--- config.mk ---
export PLATFORM = sky130hd
export DESIGN_NAME = ascon_byte_packer
export DESIGN_NICKNAME = d
export VERILOG_FILES = /design/src/rtl/ascon_byte_packer.sv
export SDC_FILE = /design/constraint.sdc
export NUM_CORES = 1
export LEC_CHECK = 0
export ABC_AREA = 1
export CAP_MARGIN = 0
export CORE_ASPECT_RATIO = 0.7
export CORE_MARGIN = 1.5
export CORE_UTILIZATION = 49
export CTS_CLUSTER_DIAMETER = 80
export DETAILED_ROUTE_END_ITERATION = 7
export PLACE_DENSITY = 0.75
export SETUP_SLACK_MARGIN = 0.2
export SYNTH_ARGS = -nofsm -noshare
export SYNTH_HDL_FRONTEND = slang
export SYNTH_SLANG_ARGS = --single-unit
--- constraint.sdc ---
create_clock -name clk -period 1.9 [get_ports clk]
set_input_delay 0.475 -clock clk [delete_from_list [all_inputs] [get_ports clk]]
set_output_delay 0.475 -clock clk [all_outputs]
set_load 0.1 [all_outputs]
--- src/rtl/ascon_byte_packer.sv ---
// Packs an 8-bit byte stream into 64-bit Ascon rate blocks with 10* padding
// (PAD_BYTE then zeros). A pad-only block follows any message whose length is a multiple of 8.
module ascon_byte_packer #(
  parameter logic [7:0] PAD_BYTE = 8'h80,
  parameter int         CNT_W    = 16
) (
  input  logic             clk,
  input  logic             rst,
  input  logic             clear,
  input  logic             s_axis_tvalid,
  output logic             s_axis_tready,
  input  logic [7:0]       s_axis_tdata,
  input  logic             s_axis_tlast,
  output logic             m_axis_tvalid,
  input  logic             m_axis_tready,
  output logic [63:0]      m_axis_tdata,
  output logic [3:0]       m_axis_tkeep,
  output logic             m_axis_tlast,
  output logic [CNT_W-1:0] blk_count,
  output logic [1:0]       dbg_state
);

  typedef enum logic [1:0] {
    ST_FILL = 2'd0,
    ST_HOLD = 2'd1,
    ST_PAD  = 2'd2
  } state_t;

  state_t      state;
  logic [2:0]  idx;
  logic [63:0] word;
  logic        pad_pending;
  logic [63:0] word_ins;
  logic [63:0] word_pad;
  logic        accept;
  logic        handshake;

  // Handshakes: a transfer happens on a rising edge where valid and ready are both 1.
  // The sender holds valid and its payload stable until that edge; ready may change freely.
  assign accept    = s_axis_tvalid && s_axis_tready;
  assign handshake = m_axis_tvalid && m_axis_tready;
  assign dbg_state = state;

  // Lane k occupies bits [63-8k -: 8]; word_pad also drops PAD_BYTE into the lane after the byte.
  always_comb begin
    word_ins = word;
    word_pad = word;
    for (int k = 0; k < 8; k++) begin
      if (idx == k[2:0]) begin
        word_ins[63-8*k -: 8] = s_axis_tdata;
      end
    end
    word_pad = word_ins;
    for (int k = 1; k < 8; k++) begin
      if (({1'b0, idx} + 4'd1) == k[3:0]) begin
        word_pad[63-8*k -: 8] = PAD_BYTE;
      end
    end
  end

  always_ff @(posedge clk) begin
    if (rst || clear) begin
      state         <= ST_FILL;
      idx           <= 3'd0;
      word          <= 64'h0;
      pad_pending   <= 1'b0;
      s_axis_tready <= 1'b1;
      m_axis_tvalid <= 1'b0;
      m_axis_tdata  <= 64'h0;
      m_axis_tkeep  <= 4'd0;
      m_axis_tlast  <= 1'b0;
      blk_count     <= '0;
    end else begin
      case (state)
        ST_FILL: begin
          if (accept) begin
            if (s_axis_tlast && idx != 3'd7) begin
              m_axis_tdata  <= word_pad;
              m_axis_tkeep  <= {1'b0, idx} + 4'd1;
              m_axis_tlast  <= 1'b1;
              pad_pending   <= 1'b0;
              idx           <= 3'd0;
              word          <= 64'h0;
              s_axis_tready <= 1'b0;
              m_axis_tvalid <= 1'b1;
              state         <= ST_HOLD;
            end else if (idx == 3'd7) begin
              // A full last word leaves no room for the pad byte, so it gets its own block.
              m_axis_tdata  <= word_ins;
              m_axis_tkeep  <= 4'd8;
              m_axis_tlast  <= 1'b0;
              pad_pending   <= s_axis_tlast;
              idx           <= 3'd0;
              word          <= 64'h0;
              s_axis_tready <= 1'b0;
              m_axis_tvalid <= 1'b1;
              state         <= ST_HOLD;
            end else begin
              word <= word_ins;
              idx  <= idx + 3'd1;
            end
          end
        end
        ST_HOLD: begin
          if (handshake) begin
            blk_count <= blk_count + 1'b1;
            if (pad_pending) begin
              m_axis_tdata <= {PAD_BYTE, 56'h0};
              m_axis_tkeep <= 4'd0;
              m_axis_tlast <= 1'b1;
              state        <= ST_PAD;
            end else begin
              m_axis_tvalid <= 1'b0;
              s_axis_tready <= 1'b1;
              m_axis_tdata  <= 64'h0;
              m_axis_tkeep  <= 4'd0;
              m_axis_tlast  <= 1'b0;
              state         <= ST_FILL;
            end
          end
        end
        ST_PAD: begin
          if (handshake) begin
            blk_count     <= blk_count + 1'b1;
            pad_pending   <= 1'b0;
            m_axis_tvalid <= 1'b0;
            s_axis_tready <= 1'b1;
            m_axis_tdata  <= 64'h0;
            m_axis_tkeep  <= 4'd0;
            m_axis_tlast  <= 1'b0;
            state         <= ST_FILL;
          end
        end
        default: state <= ST_FILL;
      endcase
    end
  end

endmodule

==> impl_metrics.json <==
{
  "power.leakage_uw": 0.004009,
  "rsz0062_at_grt": "true",
  "synth-edff-count": 0,
  "max_stage_delay_ps": 360,
  "syn_area_um2": 6895,
  "fmax_ghz": 0.5607,
  "dpl.hpwl_mm": 13.26,
  "multi_input_area_um2": 3686,
  "place_congestion": 0.9265,
  "gr-total-overflow": 0,
  "path_class": "flop to flop",
  "ys_top_cells_by_area": "dfxtp_1, nand2_1, a21oi_1",
  "die_w_um": 144.8,
  "viasPerCell": 5.535,
  "required_ps": 2250,
  "ys_seq_elements": 157,
  "tritoncts": "yes",
  "cts_root_buf": "clkbuf_16",
  "regArea_um2": 3182,
  "grt.total_usage_pct": 28.18,
  "core.rowCount": 36,
  "hold_violations": 0,
  "yosysTopAreaCellShare_pct": 45.58,
  "synth_area_per_cell_um2": 7.022,
  "dr.pass1.iters": 6,
  "initial_utilization_pct": 49.86,
  "final_nets": 1141,
  "fin_skew_ps": 9.880,
  "drt-total-wl_mm": 21.93,
  "yosys_warnings": 0,
  "setup_viol": 0,
  "clkSinkCount": 157,
  "slew_viol_final": 0,
  "maxCapViolCount": 0,
  "antenna_found_initial": 0,
  "drtIter0Drc": 781,
  "cp-start-kind": "flop",
  "postSynthCellCount": 982,
  "grt_pass1_vias": 6583,
  "yosysTopAreaCell": "dfxtp_1",
  "grt_max_degree": 47,
  "ys_async_sr_fraction_pct": 0,
  "crit_arrival_ps": 2130,
  "hp-class": "flop to flop",
  "synth_most_common_cell": "nand2_1",
  "fin_crit_ps": 1783,
  "cts_made_buffers": 17,
  "ys_types": 33,
  "area_growth_pct": 53.55,
  "synth_commonest_cells": "nand2_1, dfxtp_1, a21oi_1",
  "instances_no_fill": 1319,
  "min_period_over_period_pct": 93.86,
  "grt_pass1_wl_mm": 32.51,
  "drc_errors": 0,
  "synth_nets": 1007,
  "relSlewSlack_pct": 65.04,
  "core_area_um2": 13830,
  "outcome": "complete, no violations",
  "crit_top_cell": "nand2_1",
  "cp_num_buf_inv": 2,
  "clock_path_buffers": 2,
  "dieArea_um2": 14800,
  "h-tree-depth": 4,
  "die_h_um": 102.3,
  "drive_above_1_share_pct": 27.37,
  "critPathMaxFanout": 14,
  "final_core_util_pct": 76.57,
  "worst_pin_slew_ps": 523.8,
  "insertion_delay_ps": 430,
  "hold_buffers": 0,
  "synthFlopType": "dfxtp_1",
  "wl_per_cell_um": 16.63,
  "ir_worst_vdd_v": 0.0006064,
  "p_per_area_nw_per_um2": 830.1,
  "portBuffers": 102,
  "ys_seq_area_share_pct": 45.58,
  "drtAntennaViolNets": 0,
  "vias": 7301,
  "clk_pin_slew_worst_paths_ps": 60,
  "critPathTopFamily": "buffers and inverters",
  "dp.cells": 1271,
  "end_kind": "flop",
  "antennaDiodeCount": 0,
  "ios": 103,
  "crit_chain": "inv_1 -> ha_2 -> nand2_1 -> buf_4 -> o21ai_1 -> nand2_1 -> a21oi_1",
  "critical_path.slowest_cell": "dfxtp_4",
  "nFillCells": 885
}
## area by class of cell
cell class	instances	share of cell area (%)
repair buffers	168	25.10
inverters	53	2.174
clock inverters	13	1.335
multi-input cells	719	34.81
clock buffers	19	4.278
well taps	190	2.245
flip-flops and latches	157	30.05
## routing by layer
metal	vias to the layer above	wire length, µm	GRT usage (%)
met5	-	0	0
met4	0	676	10.88
met3	77	2036	6.373
met1	3383	9367	38.55
met2	377	9848	43.52
li1	3464	-	-
## tightest hold or removal path, stage by stage (launching register included)
cell and delay (ps):
dfxtp_1 310, nand2_1 60, nor2_1 40
## logic make-up (layout without fill, tap and decap cells)
family | after synthesis | count (layout) | share of synthesized area (%)
DFF | 157 | 157 | 45.58
adders and majority gates | 11 | 11 | 1.996
and+or+nand+nor | 467 | 467 | 27.36
buffers and inverters | 106 | 253 | 6.841
AOI/OAI and AO/OA | 241 | 241 | 18.22
## flip-flops by register name, indices dropped and copies added (netlist names)
signal         cells
blk_count         16
dbg_state          2
idx                3
m_axis_tdata      64
m_axis_tkeep       4
m_axis_tlast       1
m_axis_tvalid      1
pad_pending        1
s_axis_tready      1
word              64
## power by group
part,switching [µW],internal (µW),leakage (µW),total [µW]
combinational,1240,697,0.00244,1930
clock,1390,2010,0.000291,3400
sequential,92.1,3360,0.00128,3450
total,2720,6070,0.00401,8790
## stage by stage
step | worst slack [ps] | power [µW] | cell area [µm²] | setup TNS [ps] | hold WS [ps]
CTS | 155.7 | 8594 | 10160 | 0 | 440.4
finish | 116.6 | 8788 | 10590 | 0 | 442.5
global route | 78.83 | 9042 | 10590 | 0 | 468.3
detailed placement | -351.8 | 5230 | 9495 | -19000 | 430.5
floorplan | 138.6 | 4580 | 7092 | 0 | 420.3
global placement | -289.6 | 5211 | 9495 | -13680 | 428.2
## final timing paths
path                            slack [ps]  depth (start not counted)                    end            startpoint
worst min-delay path                   440                          2   word[7]$_SDFFE_PP0P_  word[7]$_SDFFE_PP0P_
worst max-delay path                   120                          7  word[56]$_SDFFE_PP0P_   idx[0]$_SDFFE_PP0P_
worst max register to register         120                          7  word[56]$_SDFFE_PP0P_   idx[0]$_SDFFE_PP0P_
worst min register to register         440                          2   word[7]$_SDFFE_PP0P_  word[7]$_SDFFE_PP0P_
## repair_timing
item	in CTS	in global routing
pin swaps	1	13
setup endpoints to repair	134	110
setup buffers	2	9
resized for setup	28	95
gates cloned	0	5
hold endpoints to repair	0	0
## layout by cell type, fill, tap and decap left out, types with 21 or more instances in the layout
cell       netlist  layout
clkbuf_16        0      21
dfxtp_1        157     140
nand3_1         30      24
buf_12           0     102
nand2_1        277     254
a21oi_1        137     125
o21ai_0         83      23
inv_1           49      40
o21ai_1          4      47
nor2_1         133     120
buf_4            9      44
No activity file was read; power rests on OpenSTA's default activity.
